<file path="config.mk">
export PLATFORM = sky130hd
export DESIGN_NAME = instr_encoder_mem
export DESIGN_NICKNAME = d
export VERILOG_FILES = /design/src/rtl/instr_encoder_mem.sv
export SDC_FILE = /design/constraint.sdc
export NUM_CORES = 2
export LEC_CHECK = 0
export BUFFER_PORTS_ARGS = -buffer_cell sky130_fd_sc_hd__buf_2
export CORE_ASPECT_RATIO = 0.9
export CORE_MARGIN = 2
export CORE_UTILIZATION = 30
export DETAILED_ROUTE_END_ITERATION = 8
export GPL_ROUTABILITY_DRIVEN = 1
export HOLD_SLACK_MARGIN = 0.15
export PLACE_DENSITY = 0.47
export SLEW_MARGIN = 25
export SYNTH_ARGS = -nofsm -noshare
export SYNTH_HDL_FRONTEND = slang
export SYNTH_SLANG_ARGS = --single-unit
</file>
<file path="constraint.sdc">
create_clock -name clk -period 3.9 [get_ports clk]
set_input_delay 0 -clock clk [delete_from_list [all_inputs] [get_ports clk]]
set_output_delay 0 -clock clk [all_outputs]
set_load 0.02 [all_outputs]
</file>
<file path="src/rtl/instr_encoder_mem.sv">
// instr_encoder_mem: packs decoded instruction fields into 32-bit words and
// stores them sequentially in a DEPTH-entry instruction memory. The memory has
// a registered fetch read port that works independently of the write side.
// Build option: define INSTR_ENC_WRAP_EN for ring mode. In ring mode the
// memory never stalls and full becomes a sticky "has wrapped" flag.
module instr_encoder_mem #(
  parameter int DEPTH = 64,
  parameter int PTR_W = $clog2(DEPTH)
) (
  input  logic             clk,
  input  logic             rst,
  input  logic             clear,
  input  logic             in_valid,
  output logic             in_ready,
  input  logic [5:0]       opcode,
  input  logic [4:0]       rdst2,
  input  logic [4:0]       rdst1,
  input  logic [4:0]       rsrc2,
  input  logic [4:0]       rsrc1,
  input  logic [15:0]      imm,
  input  logic [7:0]       src_addr,
  input  logic [7:0]       dst_addr,
  output logic [PTR_W-1:0] wr_ptr,
  output logic [PTR_W:0]   count,
  output logic             full,
  output logic             illegal,
  input  logic [PTR_W-1:0] fetch_addr,
  output logic [31:0]      fetch_data
);

  localparam logic [0:0] ST_LOAD = 1'b0;
  localparam logic [0:0] ST_FULL = 1'b1;

  localparam logic [PTR_W-1:0] LAST_ENTRY = PTR_W'(DEPTH - 1);
  localparam logic [PTR_W:0]   MAX_COUNT  = (PTR_W + 1)'(DEPTH);

  logic [0:0]  state;
  logic [31:0] mem [DEPTH];
  logic [31:0] word;
  logic        legal;
  logic        xfer;
  logic        wr_en;
  logic        last;

  assign legal    = (opcode <= 6'h10);
  assign in_ready = (state == ST_LOAD);
  // clear wins over a same-cycle handshake, so that transfer is dropped
  assign xfer     = in_valid && in_ready && !clear;
  assign wr_en    = xfer && legal;
  assign last     = (wr_ptr == LAST_ENTRY);

  // Pack the field set into a word according to the opcode format
  always_comb begin
    word        = '0;
    word[31:26] = opcode;
    case (opcode)
      6'h00: begin
        word[25:21] = rdst2;
        word[15:0]  = imm;
      end
      6'h01: begin
        word[25:21] = rdst2;
        word[4:0]   = rsrc2;
      end
      6'h02: begin
        word[25:21] = rdst2;
        word[7:0]   = src_addr;
      end
      6'h03: begin
        word[25:18] = dst_addr;
        word[4:0]   = rsrc2;
      end
      default: begin
        // R-type layout; illegal opcodes also land here but are never written
        word[25:21] = rdst2;
        word[20:16] = rdst1;
        word[9:5]   = rsrc2;
        word[4:0]   = rsrc1;
      end
    endcase
  end

  // Write pointer, occupancy, state and sticky flags
  always_ff @(posedge clk or posedge rst) begin
    if (rst) begin
      state   <= ST_LOAD;
      wr_ptr  <= '0;
      count   <= '0;
      full    <= 1'b0;
      illegal <= 1'b0;
    end else if (clear) begin
      state   <= ST_LOAD;
      wr_ptr  <= '0;
      count   <= '0;
      full    <= 1'b0;
      illegal <= 1'b0;
    end else if (xfer) begin
      if (!legal) begin
        illegal <= 1'b1;
      end else begin
        wr_ptr <= wr_ptr + 1'b1;
        if (count != MAX_COUNT) begin
          count <= count + 1'b1;
        end
        if (last) begin
          full <= 1'b1;
`ifdef INSTR_ENC_WRAP_EN
          state <= ST_LOAD;
`else
          state <= ST_FULL;
`endif
        end
      end
    end
  end

  // Instruction memory write port (contents survive reset and clear)
  always_ff @(posedge clk) begin
    if (wr_en) begin
      mem[wr_ptr] <= word;
    end
  end

  // Registered fetch read; a same-address write returns the old word
  always_ff @(posedge clk or posedge rst) begin
    if (rst) begin
      fetch_data <= '0;
    end else begin
      fetch_data <= mem[fetch_addr];
    end
  end

endmodule

</file>
# After elaboration in Yosys (flattened, before gate mapping)
# Memories as Yosys holds them, arrays and structs flattened. A register that Yosys moved wholly into a read port is not among the register bits.
# Cells that the tools add are included.
# word_totals
out_inout_bits,48
reg_bits,15
ramBits,2048
word_cells,55
memories,1
# memory_table
name,words,word_bits,read_ports,rd_ports_with_merged_regs,write_ports,line,source
mem,64,32,1,1,1,38,logic [31:0] mem [DEPTH];
# classes
n_mux,23
eq_ne,6
n_addsub,2
reduce_logical,17
n_lt_le_gt_ge,1
bitwise,1
# ops
op,count
2-to-1 mux 7 bit,4
2-to-1 mux 6 bit,4
case mux 5 bit (3 select lines),1
equality test 6 x 2 -> 1 bit (second input constant),2
2-to-1 mux 1 bit,9
case mux 3 bit (3 select lines),1
nonzero test 2 bit,4
adder 7 x 1 -> 7 bit (second input constant),1
inequality test 7 bit (second input constant),1
adder 6 x 1 -> 6 bit (second input constant),1
equality test 6 x 1 -> 1 bit (second input constant),1
equality test 6 bit (second input constant),1
less-or-equal comparator 6 x 5 -> 1 bit (second input constant),1
logical NOT 6 bit,1
case mux 3 bit (2 select lines),1
AND reduction 3 bit,2
OR reduction 3 bit,2
2-to-1 mux 5 bit,1
case mux 2 bit (2 select lines),1
AND reduction 2 bit,2
OR reduction 4 bit,1
logical AND 1 bit,3
2-to-1 mux 2 bit,1
inequality test 2 bit (second input constant),1
other kinds (3),3

# Depth between registers and ports, before layout
# logic_depth
ltp_word,6
depth_mapped,10
mapped_depth_nobuf,6

# Worst setup path before layout
# OpenSTA, ideal clock, no wires.
# synth_path
kind,input to register
start,input port opcode[3]
end,"memory mem[0][6], data pin"
slack_ps,-423
arrival_ps,3604
setup_ps,719
cell_stages,4
n_path_buf,2
cell_sequence,or4_1 -> clkbuf_1 -> clkbuf_1 -> o31ai_1
# synth_between
elab_chain_cells,3
# synth_rtl
item,line,source
from (decl),15,"input logic [5:0] opcode,"
equality test 6 x 2 -> 1 bit or equality test 6 x 1 -> 1 bit (tied branches),56,case (opcode)
OR reduction 2 bit (no source line),--,
case mux 3 bit (3 select lines) (*),56,
via word[6],39,logic [31:0] word;
to (decl),38,
# The timed path passes the listed nets; every way through them passes the cells marked *.

# Worst setup path after layout
# layout_path
start,input port opcode[2]
end,"memory mem[7][23], data pin"
# layout_between
elab_chain_cells,2
# layout_rtl
item,line
equality test 6 x 2 -> 1 bit,56
2-to-1 mux 5 bit,56
via word[23],39
# The timed path passes the listed nets, and every way through them passes these cells.

==> impl_metrics.tcl <==
set metrics [dict create \
    post-layout-total-power_mw 46.7 \
    critical_path.n_buffers_inverters 4 \
    timing.critical_path.cells "dlygate4sd3_1, buf_2, or4_1, nor2_2, buf_4, mux2_2, dlygate4sd3_1" \
    finish.net_count 4084 \
    synth_area_in_compound_gates 0.0254 \
    wl_per_cell_um 29.8 \
    synth_edf_count 2048 \
    h-tree-depth 4 \
    synthAdderAreaFrac 0.000469 \
    fillers 24289 \
    root_buffer "sky130_fd_sc_hd__clkbuf_16" \
    outcome "finished, final reports clean" \
    hold_violations 0 \
    portBuffers 115 \
    grt_usage 0.168 \
    grt_start_max_net_pins 71 \
    drcViolationCount 0 \
    clock_insertion_delay_worst_skew_ns 0.87 \
    maxSlewViolCount 0 \
    share_of_flip_flops_with_an_asynchronous_set_or_reset 0.0224 \
    tcrit_tclk_final 0.794 \
    p_leak_nw 28.9 \
    flow.area_growth_from_synthesis_pct 18.1 \
    floorplan.initialDensity 0.302 \
    clock-sinks 2095 \
    io-pin-count 116 \
    first_pass_grt_wire_length_mm 319 \
    worst_path_max_delay_cell "sky130_fd_sc_hd__dlygate4sd3_1" \
    powerDensity_nw_per_um2 494 \
    core_region_area_um2 265000 \
    endpoint_of_the_worst_slack_reg_to_reg_timing_path "mem[52][1]" \
    topRoutingLayerUsed "met5" \
    detail-route-antenna-nets 0 \
    timing.reg2reg.worst_path_depth 4 \
    layout.cells.most_common_list "2048 x sky130_fd_sc_hd__edfxtp_1, 480 x sky130_fd_sc_hd__mux4_2, 215 x sky130_fd_sc_hd__clkbuf_16, 173 x sky130_fd_sc_hd__buf_4, 128 x sky130_fd_sc_hd__o22ai_1" \
    reg2reg_setup_slack_ns 1.13 \
    worst_slew_pin_slew_ns 0.962 \
    worst_slew_margin_rel 0.357 \
    synth_largest_type_area_fraction 0.768 \
    drv_cap 0 \
    detailedRoute.firstIterationViolations 4442 \
    die_w_um 549 \
    slowest_delay_ns 1.20 \
    finalWirelength_mm 230 \
    dp.final_hpwl_mm 138 \
    fp.dieH_um 494 \
    worstPathRequired_ns 4.40 \
    grt-ovfl-total 0 \
    dieArea_um2 271000 \
    routability_congestion_estimate 0.773 \
    sequential_cell_area_fraction_in_the_yosys_report 0.783 \
    main_combinational_cell_family_by_area_after_synthesis "multiplexers" \
    rows 179 \
    place_worst_setup_slack_ns 0.816 \
    post-synth-top-area-cell "sky130_fd_sc_hd__edfxtp_1" \
    finalCoreUtilization 0.357 \
    antenna_found_initial 20 \
    syn-num-nets 3653 \
    via_count_of_the_first_global_routing_pass 39167 \
    postSynthRegisterBits 2095 \
    irDropWorstVdd_mv 0.390 \
    final_common_cell "sky130_fd_sc_hd__edfxtp_1" \
    hold_class "in -> reg" \
    synth_area_per_cell_um2 22.4 \
    finalSetupViolations 0 \
    drt_pre_antenna_iters 6 \
    synthesis.instances 3582 \
    met1Wirelength_mm 105 \
    synthesized_area_fraction_occupied_by_and_or_nand_nor_cells 0.0189 \
    crit_path_end_kind "flop" \
    detailroute.via_count 39118 \
    cts_tree "built" \
    synth.distinct_cells 58 \
    setup_repair_after_global_routing_missed_its_margin "no" \
    clk_pin_slew_ns 0.06 \
    worst_r2r_startpoint "wr_ptr[5]" \
    synth-warning-count 0 \
    met2RoutedLength_mm 104 \
    clock_skew_ns 0.0460 \
    synthXorXnorAreaFrac 0.00120 \
    synthTopCellsByArea "sky130_fd_sc_hd__edfxtp_1 77%, sky130_fd_sc_hd__mux4_2 14%, sky130_fd_sc_hd__mux2i_1 1.5%, sky130_fd_sc_hd__dfrtp_1 1.5%, sky130_fd_sc_hd__o22ai_1 1.0%" \
    critPathTopFamily "buffers and inverters" \
    yosys_most_used_dff "sky130_fd_sc_hd__edfxtp_1" \
    path_depth 7 \
    synth.cell_area_um2 80100 \
    dpl_cell_area_um2 87400 \
    routed_via_density 5.06 \
    postCtsResizedCells 0 \
    maximum_fanout_along_the_worst_path 24 \
    cpMostUsedCell "sky130_fd_sc_hd__dlygate4sd3_1" \
    clock_tree.buffer_depth 3 \
    worstSetupStartpointType "primary input" \
    fin_area_um2 94600 \
    met3_length_mm 15.3 \
    fin_crit_ns 3.10 \
    synth.mux.area_fraction 0.157 \
    worst_setup_path_startpoint "opcode[2]" \
    fmax_mhz 323 \
    setup.worst_path.end "mem[7][23]" \
    layout-drive-gt1-share 0.305 \
    fin_ws_ns 0.804 \
    worstSetupPathType "in -> reg" \
    cp.arrival_ns 3.60 \
    cts_made_buffers 211 \
]
-- cell usage after synthesis, drive strengths merged, types with 4 or more instances --
cell / number
nand4: 6
and3: 17
o31ai: 5
o22a: 12
and2: 11
o211ai: 5
nand2b: 8
nor2: 114
inv: 8
or3: 4
or3b: 8
o22ai: 128
a22oi: 8
a2bb2oi: 4
o221ai: 17
o21ai: 44
buf: 132
dfrtp: 47
a221o: 9
nor2b: 12
clkbuf: 73
nand3b: 9
a221oi: 16
xor2: 8
edfxtp: 2048
a22o: 5
a31oi: 5
a21oi: 33
mux4: 480
nor3: 17
nand2: 56
mux2: 49
mux2i: 122
nor4: 21
nand3: 10
a211oi: 10
-- how the worst min path moves through the flow --
stage / from / to / slack [ns] / cells past startpoint
2_1_floorplan: opcode[0] / mem[0][26] / 0.1 / 0
3_3_place_gp: rst / fetch_data[11] / 0.15 / 2
3_5_place_dp: rst / fetch_data[11] / 0.16 / 2
4_1_cts: dst_addr[4] / mem[2][22] / 0.15 / 3
5_1_grt: opcode[1] / mem[4][27] / 0.17 / 3
6_report: opcode[1] / mem[4][27] / 0.15 / 3
-- sequential cells by signal, summed over array words and instances (netlist names) --
signal / flops
count: 7
wr_ptr: 6
state: 1
mem: 2048
fetch_data: 32
illegal: 1
-- through the flow --
step	hold slack [ns]	std cells	setup TNS (ns)
2_1_floorplan	0.0989	3582	-54.17
3_3_place_gp	0.150	7269	0
3_5_place_dp	0.158	7269	0
4_1_cts	0.153	7718	0
5_1_grt	0.165	7721	0
6_report	0.151	7724	0
-- worst register-to-register path: stages (launching register included) --
cell	delay, ns
sky130_fd_sc_hd__dfrtp_1	0.66
sky130_fd_sc_hd__nand3b_1	0.30
sky130_fd_sc_hd__or3b_1	0.72
sky130_fd_sc_hd__nor2_4	0.47
sky130_fd_sc_hd__buf_12	0.25
-- power by group --
group          leakage [nW]  switching, mW  internal (mW)
sequential             18.5         0.0723           24.7
combinational          7.19           1.53          0.864
clock                  3.19           8.60           10.9
total                  28.9           10.2           36.5
-- cell families after synthesis --
family,after synthesis
flip-flops,2095
multiplexers,651
AO/OA/AOI/OAI,305
AND/OR/NAND/NOR,304
buffers and inverters,213
XOR/XNOR,11
adder cells (fa/ha/maj),3
-- timing repair --
| action | CTS | global route |
|---|---|---|
| buffers inserted | 0 | 0 |
| hold buffers | 60 | 0 |
| hold endpoints to repair | 1745 | 0 |
-- layer usage --
layer,up-vias,GRT usage
li1,16105,-
met1,21407,0.247
met2,1318,0.255
met3,284,0.0333
met4,4,0.0441
met5,-,0
-- layout make-up --
class	instances	area, um^2	share of cell area
tap	3529	4420	0.0467
timing repair buffer	423	4040	0.0427
antenna	6	15.0	0.000159
inverter	8	31.3	0.000331
clock buffer	271	5630	0.0595
clock inverter	118	902	0.00954
multi-input combinational	1274	16900	0.178
sequential	2095	62700	0.663
No activity file was read; power rests on OpenSTA's default activity.
